File: src/rtl/servo_pwm_decoder_pkg.sv
// Shared constants, decoder state type and angle clamp for the servo PWM generator/decoder pair.
package servo_pwm_decoder_pkg;

    localparam int SERVO_MIN_HIGH    = 25_000;
    localparam int SERVO_MAX_HIGH    = 125_000;
    localparam int SERVO_CYC_PER_DEG = 555;
    localparam int SERVO_ANGLE_MAX   = 180;
    localparam int SERVO_PERIOD_CYC  = 1_000_000;
    localparam int SERVO_TIMEOUT_CYC = 2_000_000;
    localparam int SERVO_FILT_LEN    = 16;

    localparam int DVD_W = 17;
    localparam int QUO_W = 8;

    typedef enum logic [1:0] {
        ST_IDLE,
        ST_HIGH,
        ST_CONV,
        ST_LOW
    } dec_state_e;

    function automatic logic [QUO_W-1:0] clamp_angle(input logic [QUO_W-1:0] q);
        return (q > QUO_W'(SERVO_ANGLE_MAX)) ? QUO_W'(SERVO_ANGLE_MAX) : q;
    endfunction

endpackage

File: src/rtl/pwm_angle_div.sv
// Restoring divider by a constant: 17-bit dividend, 8-bit quotient, one bit per cycle MSB first.
module pwm_angle_div
    import servo_pwm_decoder_pkg::*;
#(
    parameter int DIVISOR = SERVO_CYC_PER_DEG
) (
    input  logic             clk,
    input  logic             rst_n,
    input  logic             start_i,
    input  logic [DVD_W-1:0] dividend_i,
    output logic             busy_o,
    output logic             done_o,
    output logic [QUO_W-1:0] quotient_o
);

    localparam int SW = DVD_W + QUO_W;
    localparam int CW = $clog2(QUO_W);
    localparam logic [SW-1:0] DSH_INIT = SW'(DIVISOR) << (QUO_W - 1);

    logic [SW-1:0]    rem_q, rem_d, dsh_q, dsh_d;
    logic [QUO_W-1:0] quo_q, quo_d;
    logic [CW-1:0]    cnt_q, cnt_d;
    logic             busy_q, busy_d, done_q, done_d;

    // The shifted divisor walks down one position per cycle, so quotient bit i
    // is decided by comparing the remainder against DIVISOR << i.
    always_comb begin
        rem_d  = rem_q;
        dsh_d  = dsh_q;
        quo_d  = quo_q;
        cnt_d  = cnt_q;
        busy_d = busy_q;
        done_d = 1'b0;
        if (busy_q) begin
            if (rem_q >= dsh_q) begin
                rem_d = rem_q - dsh_q;
                quo_d = {quo_q[QUO_W-2:0], 1'b1};
            end else begin
                quo_d = {quo_q[QUO_W-2:0], 1'b0};
            end
            dsh_d = dsh_q >> 1;
            cnt_d = cnt_q + 1'b1;
            if (cnt_q == CW'(QUO_W - 1)) begin
                busy_d = 1'b0;
                done_d = 1'b1;
            end
        end else if (start_i) begin
            rem_d  = SW'(dividend_i);
            dsh_d  = DSH_INIT;
            quo_d  = '0;
            cnt_d  = '0;
            busy_d = 1'b1;
        end
    end

    always_ff @(posedge clk or negedge rst_n) begin
        if (!rst_n) begin
            rem_q  <= '0;
            dsh_q  <= '0;
            quo_q  <= '0;
            cnt_q  <= '0;
            busy_q <= 1'b0;
            done_q <= 1'b0;
        end else begin
            rem_q  <= rem_d;
            dsh_q  <= dsh_d;
            quo_q  <= quo_d;
            cnt_q  <= cnt_d;
            busy_q <= busy_d;
            done_q <= done_d;
        end
    end

    assign busy_o     = busy_q;
    assign done_o     = done_q;
    assign quotient_o = quo_q;

endmodule

File: src/rtl/servo_pwm_decoder.sv
// Servo PWM decoder: measures incoming high time and converts it to an angle 0..180.
// Define PWM_GLITCH_FILTER_EN to add a FILT_LEN-sample glitch filter on the synchronised input.
module servo_pwm_decoder
    import servo_pwm_decoder_pkg::*;
#(
    parameter int MIN_HIGH    = SERVO_MIN_HIGH,
    parameter int MAX_HIGH    = SERVO_MAX_HIGH,
    parameter int CYC_PER_DEG = SERVO_CYC_PER_DEG,
    parameter int TIMEOUT_CYC = SERVO_TIMEOUT_CYC,
`ifdef PWM_GLITCH_FILTER_EN
    parameter int FILT_LEN    = SERVO_FILT_LEN,
`endif
    parameter int CNT_W       = 32
) (
    input  logic             clk,
    input  logic             rst_n,
    input  logic             pwm_in,
    output logic [7:0]       angle_out,
    output logic             angle_valid,
    output logic [CNT_W-1:0] width_out,
    output logic             range_err,
    output logic             signal_lost
);

    localparam logic [CNT_W-1:0] MIN_W   = CNT_W'(MIN_HIGH);
    localparam logic [CNT_W-1:0] MAX_W   = CNT_W'(MAX_HIGH);
    localparam logic [CNT_W-1:0] MAXP1_W = CNT_W'(MAX_HIGH + 1);
    localparam logic [CNT_W-1:0] TO_W    = CNT_W'(TIMEOUT_CYC);

    logic [1:0] sync_q;
    logic       lvl, prev_q, rise_q, fall_q;

    // Input registers reset high: a level already high at reset exit makes no
    // rise, and the fall it eventually produces is ignored in IDLE.
    always_ff @(posedge clk or negedge rst_n) begin
        if (!rst_n) begin
            sync_q <= 2'b11;
            prev_q <= 1'b1;
            rise_q <= 1'b0;
            fall_q <= 1'b0;
        end else begin
            sync_q <= {sync_q[0], pwm_in};
            prev_q <= lvl;
            rise_q <= lvl & ~prev_q;
            fall_q <= ~lvl & prev_q;
        end
    end

`ifdef PWM_GLITCH_FILTER_EN
    localparam int FW = $clog2(FILT_LEN + 1);
    logic          filt_q;
    logic [FW-1:0] fcnt_q;

    always_ff @(posedge clk or negedge rst_n) begin
        if (!rst_n) begin
            filt_q <= 1'b1;
            fcnt_q <= '0;
        end else if (sync_q[1] == filt_q) begin
            fcnt_q <= '0;
        end else if (fcnt_q == FW'(FILT_LEN - 1)) begin
            filt_q <= sync_q[1];
            fcnt_q <= '0;
        end else begin
            fcnt_q <= fcnt_q + 1'b1;
        end
    end

    assign lvl = filt_q;
`else
    assign lvl = sync_q[1];
`endif

    dec_state_e       state_q, state_d;
    logic [CNT_W-1:0] hi_cnt_q, hi_cnt_d, since_q, since_d, width_q, width_d, hi_inc;
    logic [7:0]       angle_q, angle_d;
    logic             pend_q, pend_d, valid_q, valid_d, rerr_q, rerr_d, lost_q, lost_d;
    logic             timeout_hit, div_start, div_busy, div_done;
    logic [DVD_W-1:0] div_dividend;
    logic [QUO_W-1:0] div_quo;

    assign timeout_hit  = !rise_q && (since_q == TO_W - 1'b1);
    assign hi_inc       = (hi_cnt_q == MAXP1_W) ? hi_cnt_q : hi_cnt_q + 1'b1;
    assign div_dividend = (state_q == ST_CONV) ? DVD_W'(width_q - MIN_W) : DVD_W'(hi_cnt_q - MIN_W);

    // A rise during CONV restarts hi_cnt immediately so the next pulse keeps its exact width.
    always_comb begin
        state_d   = state_q;
        hi_cnt_d  = hi_cnt_q;
        pend_d    = pend_q;
        width_d   = width_q;
        angle_d   = angle_q;
        valid_d   = 1'b0;
        rerr_d    = 1'b0;
        lost_d    = lost_q;
        div_start = 1'b0;
        since_d   = rise_q ? '0 : ((since_q == TO_W) ? since_q : since_q + 1'b1);
        if (timeout_hit) begin
            state_d = ST_IDLE;
            lost_d  = 1'b1;
            pend_d  = 1'b0;
        end else begin
            case (state_q)
                ST_IDLE, ST_LOW: begin
                    if (rise_q) begin
                        state_d  = ST_HIGH;
                        hi_cnt_d = CNT_W'(1);
                    end
                end
                ST_HIGH: begin
                    if (fall_q) begin
                        width_d = hi_cnt_q;
                        if (hi_cnt_q >= MIN_W && hi_cnt_q <= MAX_W) begin
                            div_start = 1'b1;
                            pend_d    = 1'b0;
                            state_d   = ST_CONV;
                        end else begin
                            rerr_d  = 1'b1;
                            state_d = ST_LOW;
                        end
                    end else begin
                        hi_cnt_d = hi_inc;
                    end
                end
                ST_CONV: begin
                    if (rise_q) begin
                        pend_d   = 1'b1;
                        hi_cnt_d = CNT_W'(1);
                    end else if (pend_q) begin
                        hi_cnt_d = hi_inc;
                    end
                    if (div_done) begin
                        angle_d = clamp_angle(div_quo);
                        valid_d = 1'b1;
                        lost_d  = 1'b0;
                        pend_d  = 1'b0;
                        state_d = (pend_q || rise_q) ? ST_HIGH : ST_LOW;
                    end else if (!div_busy) begin
                        div_start = 1'b1;
                    end
                end
                default: state_d = ST_IDLE;
            endcase
        end
    end

    always_ff @(posedge clk or negedge rst_n) begin
        if (!rst_n) begin
            state_q  <= ST_IDLE;
            hi_cnt_q <= '0;
            since_q  <= '0;
            pend_q   <= 1'b0;
            width_q  <= '0;
            angle_q  <= '0;
            valid_q  <= 1'b0;
            rerr_q   <= 1'b0;
            lost_q   <= 1'b1;
        end else begin
            state_q  <= state_d;
            hi_cnt_q <= hi_cnt_d;
            since_q  <= since_d;
            pend_q   <= pend_d;
            width_q  <= width_d;
            angle_q  <= angle_d;
            valid_q  <= valid_d;
            rerr_q   <= rerr_d;
            lost_q   <= lost_d;
        end
    end

    pwm_angle_div #(
        .DIVISOR(CYC_PER_DEG)
    ) u_div (
        .clk       (clk),
        .rst_n     (rst_n),
        .start_i   (div_start),
        .dividend_i(div_dividend),
        .busy_o    (div_busy),
        .done_o    (div_done),
        .quotient_o(div_quo)
    );

    assign angle_out   = angle_q;
    assign angle_valid = valid_q;
    assign width_out   = width_q;
    assign range_err   = rerr_q;
    assign signal_lost = lost_q;

endmodule

File: config.mk
export PLATFORM = sky130hd
export DESIGN_NAME = servo_pwm_decoder
export DESIGN_NICKNAME = d
export VERILOG_FILES = /design/src/rtl/servo_pwm_decoder_pkg.sv /design/src/rtl/pwm_angle_div.sv /design/src/rtl/servo_pwm_decoder.sv
export SDC_FILE = /design/constraint.sdc
export NUM_CORES = 1
export LEC_CHECK = 0
export CORE_MARGIN = 10
export CORE_UTILIZATION = 30
export CTS_CLUSTER_SIZE = 8
export DETAILED_ROUTE_END_ITERATION = 6
export PLACE_DENSITY = 0.5
export SLEW_MARGIN = 30
export SYNTH_ARGS = -nofsm -noshare
export SYNTH_HDL_FRONTEND = slang
export SYNTH_SLANG_ARGS = --single-unit
export TNS_END_PERCENT = 20
File: constraint.sdc
create_clock -name clk -period 4.4 [get_ports clk]
set_clock_uncertainty 0.15 [all_clocks]
set_input_delay 0.88 -clock clk [delete_from_list [all_inputs] [get_ports clk]]
set_output_delay 0.88 -clock clk [all_outputs]
set_load 0.02 [all_outputs]
Yosys cells after proc, flatten, opt, wreduce, memory -nomap -nowiden
Index checks and enable logic that the tools add are counted.
{"block": "word_totals", "word_cells": 122, "regBits": 178, "out_inout_bits": 43, "inputBits": 3}
{"block": "op_classes", "addsub": 6, "reduce_logical": 17, "muxes": 54, "magnitude_cmp": 4, "bitwise": 5, "n_eq_ne": 17}
{"op": "2-to-1 mux 32 bit", "n": 7}
{"op": "2-to-1 mux 25 bit", "n": 5}
{"op": "case mux 32 bit (3 select lines)", "n": 1}
{"op": "adder 32 x 1 -> 32 bit, second input constant", "n": 2}
{"op": "== test 32 x 21 -> 1 bit, second input constant", "n": 2}
{"op": "subtractor 17 x 15 -> 17 bit, second input constant", "n": 2}
{"op": "== test 32 x 17 -> 1 bit, second input constant", "n": 1}
{"op": ">= comparator 32 x 15 -> 1 bit, second input constant", "n": 1}
{"op": "less-or-equal comparator 32 x 17 -> 1 bit, second input constant", "n": 1}
{"op": "2-to-1 mux 1 bit", "n": 27}
{"op": ">= comparator 25 bit", "n": 1}
{"op": "subtractor 25 bit", "n": 1}
{"op": "2-to-1 mux 8 bit", "n": 3}
{"op": "2-to-1 mux 17 bit", "n": 1}
{"op": "!= test 3 bit, second input constant", "n": 4}
{"op": "2-to-1 mux 2 bit", "n": 5}
{"op": "AND reduction 3 bit", "n": 3}
{"op": "> comparator 8 bit, second input constant", "n": 1}
{"op": "!= test 2 bit, second input constant", "n": 4}
{"op": "AND reduction 4 bit", "n": 2}
{"op": "2-to-1 mux 3 bit", "n": 2}
{"op": "case mux 2 bit (3 select lines)", "n": 1}
{"op": "nonzero test 2 bit", "n": 3}
{"op": "== test 2 bit, second input constant", "n": 2}
{"op": "15 further kinds", "n": 21}

Depth between registers and ports, before layout
Gate-level depths: netlist of run 1.
{"block": "depth", "word_depth": 8, "depth_mapped": 14, "depth_no_buf": 11}

Hierarchy
Synthesis of run 1 repeated with hierarchy kept, for this count alone.
{"block": "hier_totals", "cells_unflattened": 1045, "hier_area_um2": 9776.9}
{"module": "servo_pwm_decoder", "seq_area_each_um2": 2882.8, "instances": 1, "area_each_um2": 6237.2, "cells_per_inst": 642}
{"module": "pwm_angle_div", "seq_area_each_um2": 1376.3, "instances": 1, "area_each_um2": 3539.6, "cells_per_inst": 403}

Worst setup path after synthesis of run 1
OpenSTA, ideal clock, no wires.
{"block": "synth_timing", "kind": "reg2reg", "startpoint": "register state_q[0]", "endpoint": "register u_div.rem_q[13]", "n_path_buf": 3, "stages_incl_launch_ff": 15, "synth_period_minus_slack_ps": 3452, "arrival_time_ps": 3176, "setup_ps": 125, "required_ps": 4125, "path_slack_ps": 948, "path_cell_list": "dfrtp_1 inv_1 ha_1 clkbuf_1 clkbuf_1 clkbuf_1 mux2i_1 ha_1 nand2b_1 a22oi_1 a21oi_1 xor2_1 nor2_1 a21oi_1 mux2_4"}
{"block": "synth_via", "elab_chain_len": 5, "word_cells_on_any_way": 9, "cone_classes": "eq/ne: 2; mux: 5; reduce/logical: 2"}
{"item": "from (decl)", "line": "servo_pwm_decoder.sv:73", "text": "dec_state_e state_q, state_d;"}
{"item": "from (signal assigned)", "line": "servo_pwm_decoder.sv:158", "text": "state_q <= state_d;"}
{"item": "== test 2 bit or == test 2 x 1 -> 1 bit (tied branches)", "line": "servo_pwm_decoder.sv:83, servo_pwm_decoder.sv:102"}
{"item": "case mux 1 bit (2 select lines)", "line": "servo_pwm_decoder.sv:102", "text": "case (state_q)"}
{"item": "2-to-1 mux 1 bit", "line": "servo_pwm_decoder.sv:97", "text": "if (timeout_hit) begin"}
{"item": "nonzero test 2 bit (no line)"}
{"item": "AND reduction 2 bit (no line)"}
{"item": "to (signal assigned)", "line": "pwm_angle_div.sv:65", "text": "rem_q <= rem_d;"}
{"item": "to (decl)", "line": "pwm_angle_div.sv:20", "text": "logic [SW-1:0] rem_q, rem_d, dsh_q, dsh_d;"}
Several ways; a longest one is shown, not always the timed one. The select of a mux whose other input is x is not followed.
A chain may end at the register's enable or synchronous reset.

Worst setup path in the final report of run 1
{"block": "layout_timing", "startpoint": "register since_q[12]", "endpoint": "register hi_cnt_q[12]"}
{"block": "layout_via", "elab_chain_len": 4}
{"item": "from (decl)", "line": "servo_pwm_decoder.sv:74", "text": "logic [CNT_W-1:0] hi_cnt_q, hi_cnt_d, since_q, since_d, width_q, width_d, hi_inc;"}
{"item": "from (signal assigned)", "line": "servo_pwm_decoder.sv:160", "text": "since_q <= since_d;"}
{"item": "== test 32 x 21 -> 1 bit", "line": "servo_pwm_decoder.sv:81", "text": "assign timeout_hit = !rise_q && (since_q == TO_W - 1'b1);"}
{"item": "logical AND 1 bit", "line": "servo_pwm_decoder.sv:81"}
{"item": "inverter 1 bit (no line)"}
{"item": "AND reduction 4 bit (no line)"}
{"item": "to (signal assigned)", "line": "servo_pwm_decoder.sv:159", "text": "hi_cnt_q <= hi_cnt_d;"}
{"item": "to (decl)", "line": "servo_pwm_decoder.sv:74"}
No other way between the ends.

==> results.toml, run 1 <==
[outcome]
outcome = "finished clean"

[synthesis]
synth_top_area_frac = 0.4415
yosysMostFrequentCell = "dfrtp_1"
netlist_instances = 973
synthArstFlopShare = 1.000
ys_types = 72
synth_top_cell_by_area = "dfrtp_1"
syn_avg_cell_area_sq_um = 9.669
ys_seq_area_frac = 0.4527
synth_area_leaders = "dfrtp_1 44%, mux2_2 4.2%, xnor2_1 4.2%"
synth-edff-count = 0
ys.flop_type = "dfrtp_1"
ys_seq_elements = 170
synth_area_sq_um = 9408
synth_commonest_cells = "166 x dfrtp_1, 95 x nor2_1, 65 x nand2_1"
synth_warnings = 0
syn-num-nets = 1004

[cts]
clock_latency_ps = 440
clock_tree.root_cell = "clkbuf_16"
htreeDepth = 4
cts_buffer_depth = 2
cts_tree = "built"
holdBufCountCts = 0
cts_buffers = 17
cts.clk_slew.worst_paths_ps = 70
post_cts_resize_count = 0
postCtsSetupRepairBufs = 0
cts.sinks = 170

[die]
core_sq_um = 30750
die_width_um = 197.1
rows = 64
initial_core_util = 0.3059
die_y_um = 197.1
die_area_sq_um = 38840
ioPinCount = 46

[pwr]
p_leak_nw = 4.611
vdd_ir_drop_max_mv = 0.3002
power_density_nw_per_um2 = 585.4
p_total_mw = 6.340

[finish]
drive_above_1_share = 0.1069
num-nets-final = 1028
final_cell_count_no_fill = 1406
antennaDiodeCount = 0
nFillCells = 3163
final_util = 0.3522
area_delta_synth_final_pct = 15.11

[worst_setup_path]
cp-start-kind = "register"
path_max_fanout = 25
r2r-start = "since_q[12]"
r2r_slack_ps = 920
path_class = "reg2reg"
cp.required_ps = 4570
reg2reg_to = "hi_cnt_q[12]"
cp-end-kind = "register"
arrival_ps = 3650
reg2regPathDepth = 8

[global_route]
first_global_vias = 7123
grt_overflow = 0
grt_pass1_wl_mm = 37.81
antenna_found_initial = 0
grtUsageTotal = 0.1179
grt_max_degree = 94

[timing]
post-route-min-period_ps = 3480
final-hold-violation-count = 0
finalSetupViolCount = 0
fmax_mhz = 287.4
min_period_over_period = 0.7909
setup_ws_ps = 920.1
setup-tns-final_ps = 0
rsz0062_at_grt = "false"
drv_slew = 0
worst_slew_pin_slew_ps = 802.5
slew_headroom = 0.4650

[place]
gp_congestion = 0.7998
place_hpwl_mm = 15.38
portBuffers = 45
dp.cells = 1374
pre_cts_ws_ps = 931.9

[worst_hold_path]
min_to = "sync_q[1]"
min_from = "sync_q[0]"
holdPathStages = 0
hold_path.class = "reg2reg"

[drt]
post_drt_wl_per_cell_um = 15.70
routed_wirelength_mm = 22.08
drtAntennaViolNets = 0
dr.first_iter.drc_count = 364
routed_via_density = 5.034
remaining_drc_errors = 0
vias = 7078
firstDrtPassIters = 4

[job]
max_cap_violations = 0
## power by group
group	internal, mW	switching [mW]
logic	1.16	1.56
registers	1.85	0.285
clock network	0.781	0.707
total	3.79	2.55
## kinds of logic after synthesis
kind of cell,synth area share
multiplexers,0.06902
adder cells (fa/ha/maj),0.03804
AND/OR/NAND/NOR,0.1874
AO/OA/AOI/OAI,0.1403
flip-flops,0.4527
buffers and inverters,0.04455
XOR/XNOR,0.06796
## cell type report
type	instances	area, sq um	share of cell area
Multi-Input combinational cell	700	4736	0.4373
Sequential cell	170	4260	0.3934
Timing Repair Buffer	58	564.3	0.05211
Tap cell	396	495.5	0.04575
Clock buffer	19	452.9	0.04183
Inverter	50	187.7	0.01733
Clock inverter	13	132.6	0.01225
## sequential cells by signal, indices dropped and copies added, names as in the netlist
signal and count:
hi_cnt_q 32, since_q 32, width_out 32, u_div.rem_q 25
u_div.dsh_q 17, angle_out 8, u_div.quotient_o 8, u_div.cnt_q 3
state_q 2, sync_q 2, angle_valid 1, fall_q 1
pend_q 1, prev_q 1, range_err 1, rise_q 1
signal_lost 1, u_div.busy_o 1, u_div.done_o 1
## critical path, cell delays in order, from the launching register on
cell      delay (ps)
dfrtp_1          410
or4b_1           550
or4_4            580
o31a_1           290
o211ai_4         570
buf_4            310
nor4_1            90
nor2b_1          170
mux2_2           250
## per-stage QoR
step                hold WS [ps]  cell area (sq um)
floorplan                  195.2               9408
global placement           196.9              10240
detailed placement         203.2              10240
CTS                        218.8              10830
global route               221.9              10830
finish                     215.1              10830
## how the worst max path moves through the flow
stage | startpoint | to | slack (ps) | cells after the start
floorplan | state_q[0] | u_div.rem_q[13] | 950 | 14
global placement | since_q[12] | hi_cnt_q[12] | 980 | 8
detailed placement | since_q[12] | hi_cnt_q[12] | 930 | 8
CTS | since_q[12] | hi_cnt_q[12] | 910 | 8
global route | since_q[12] | hi_cnt_q[12] | 760 | 8
finish | since_q[12] | hi_cnt_q[12] | 920 | 8
## layer usage
metal,vias to the layer above,wire length [um],GRT usage
met2,92,9803,0.1802
li1,3535,-,-
met5,-,0,0
met1,3432,11080,0.1620
met3,19,905,0.02811
met4,0,288,0.03446
## cells in the final DEF (no fill, tap or decap), types with 8 or more instances in the layout
cell type and count:
mux2i_1 18, a31oi_1 11, nor2_1 95, xnor2_1 45, nand3_1 25, nor4_1 25
nand2b_1 8, ha_1 27, nand2_1 65, clkbuf_16 17, a21o_1 13, o21ai_0 47
buf_4 12, or3_1 15, a22o_1 25, nor2b_1 8, nor3_1 30, xor2_1 28
inv_1 49, dfrtp_1 165, clkdlybuf4s50_1 44, a22oi_1 8, mux2_2 35, and3_1 10
nand4_1 22, a21oi_1 45
(Power assumes the default switching activity.)
==> run 2: changes to the inputs <==
==> constraint.sdc (replaced) <==
create_clock -name clk -period 3.55 [get_ports clk]
set_clock_uncertainty 0.15 [all_clocks]
set_input_delay 0.71 -clock clk [delete_from_list [all_inputs] [get_ports clk]]
set_output_delay 0.71 -clock clk [all_outputs]
set_load 0.02 [all_outputs]
==> run 2 against run 1 <==
- via count grew 1.1%
- setup slack lost 490 ps
- power grew 26%
- clock power grew 28%
- routed wire length grew 2.5%
- largest cell class unchanged
- first-iteration DRC count shrank 4.1%
- combinational power grew 28%
- highest routed layer unchanged
==> results.toml, run 2 (synthesized netlist as in run 1, its figures left out) <==
[outcome]
outcome = "finished clean"

[timing]
final-hold-violation-count = 0
setup-tns-final_ps = 0
worst_slew_pin_slew_ps = 617.9
rsz0062_at_grt = "false"
post-route-min-period_ps = 3121
fmax_mhz = 320.4
finalSetupViolCount = 0
slew_headroom = 0.5774
drv_slew = 0
min_period_over_period = 0.8791

[die]
die_y_um = 197.1
ioPinCount = 46
core_sq_um = 30750
rows = 64
die_area_sq_um = 38840
initial_core_util = 0.3059
die_width_um = 197.1

[drt]
remaining_drc_errors = 0
dr.first_iter.drc_count = 349
drtAntennaViolNets = 0
vias = 7158
routed_wirelength_mm = 22.64
post_drt_wl_per_cell_um = 15.99
firstDrtPassIters = 5
routed_via_density = 5.055

[cts]
holdBufCountCts = 0
post_cts_resize_count = 0
cts_buffer_depth = 2
cts_tree = "built"
clock_latency_ps = 430
postCtsSetupRepairBufs = 0
cts.clk_slew.worst_paths_ps = 70
cts.sinks = 170
cts_buffers = 17
htreeDepth = 4
clock_tree.root_cell = "clkbuf_16"

[worst_setup_path]
arrival_ps = 3320
reg2regPathDepth = 8
cp-end-kind = "register"
path_class = "reg2reg"
path_max_fanout = 15
cp-start-kind = "register"
cp.required_ps = 3750

[global_route]
grt_overflow = 0
grt_pass1_wl_mm = 38.72
antenna_found_initial = 0
first_global_vias = 7223
grtUsageTotal = 0.1206
grt_max_degree = 62

[finish]
num-nets-final = 1038
final_cell_mix = "165 x dfrtp_1, 95 x nor2_1, 65 x nand2_1"
antennaDiodeCount = 0
nFillCells = 3167
final_cell_count_no_fill = 1416
drive_above_1_share = 0.1157
final_common_cell = "dfrtp_1"
area_delta_synth_final_pct = 16.20

[place]
portBuffers = 45
place_hpwl_mm = 15.88
gp_congestion = 0.8269
dp.cells = 1384

[pwr]
power_density_nw_per_um2 = 733.6
p_leak_nw = 4.681
vdd_ir_drop_max_mv = 0.3520
p_total_mw = 8.019

[job]
max_cap_violations = 0

[worst_hold_path]
hold_path.class = "in2async"
-- run 2: path summary, 6_finish.rpt --
path,start,to,slack [ps]
min in group clk,sync_q[0],sync_q[1],210
setup / recovery,since_q[11],hi_cnt_q[19],430
max in group asynchronous,rst_n,prev_q,2330
setup reg to reg,since_q[11],hi_cnt_q[19],430
hold reg to reg,sync_q[0],sync_q[1],210
hold / removal,rst_n,u_div.dsh_q[3],110
-- run 2: stage by stage --
stage                     worst slack (ps)    util  instance area, sq um  hold slack (ps)
after floorplan                      98.48       -                  9408            195.2
after global placement               452.4  0.3359                 10330            196.2
after detailed placement             428.3  0.3359                 10330            202.2
after CTS                            425.0  0.3555                 10930            131.6
after global routing                 279.5  0.3555                 10930            152.0
final                                429.3  0.3555                 10930            114.5
-- run 2: routing by layer --
metal | share of wire | GRT usage | routed length, um | vias to the layer above
met4 | 0.011 | 0.03076 | 249 | 0
li1 | - | - | - | 3553
met2 | 0.45 | 0.1858 | 10110 | 98
met5 | 0 | 0 | 0 | -
met1 | 0.51 | 0.1677 | 11440 | 3489
met3 | 0.037 | 0.02624 | 836 | 18
-- run 2: report_power, final --
part | internal, mW | switching [mW] | total (mW)
logic | 1.48 | 1.99 | 3.48
clock network | 1.01 | 0.905 | 1.91
registers | 2.29 | 0.333 | 2.63
total | 4.79 | 3.23 | 8.02
-- run 2: final cells by class --
cell class	count	area [sq um]	area share
inverter	50	187.7	0.01717
clock inverter	15	177.7	0.01625
multi-input combinational	700	4736	0.4332
tap	396	495.5	0.04532
timing repair buffer	68	649.4	0.05940
sequential	170	4260	0.3897
clock buffer	17	425.4	0.03892
-- run 2: critical path, cell delays in order (launching register included) --
cell and delay, ps:
dfrtp_1 420, or4b_1 510, or4_4 590, o31a_1 290, o211ai_4 400, buf_4 270
or2_2 170, o31ai_1 80, a21oi_1 150
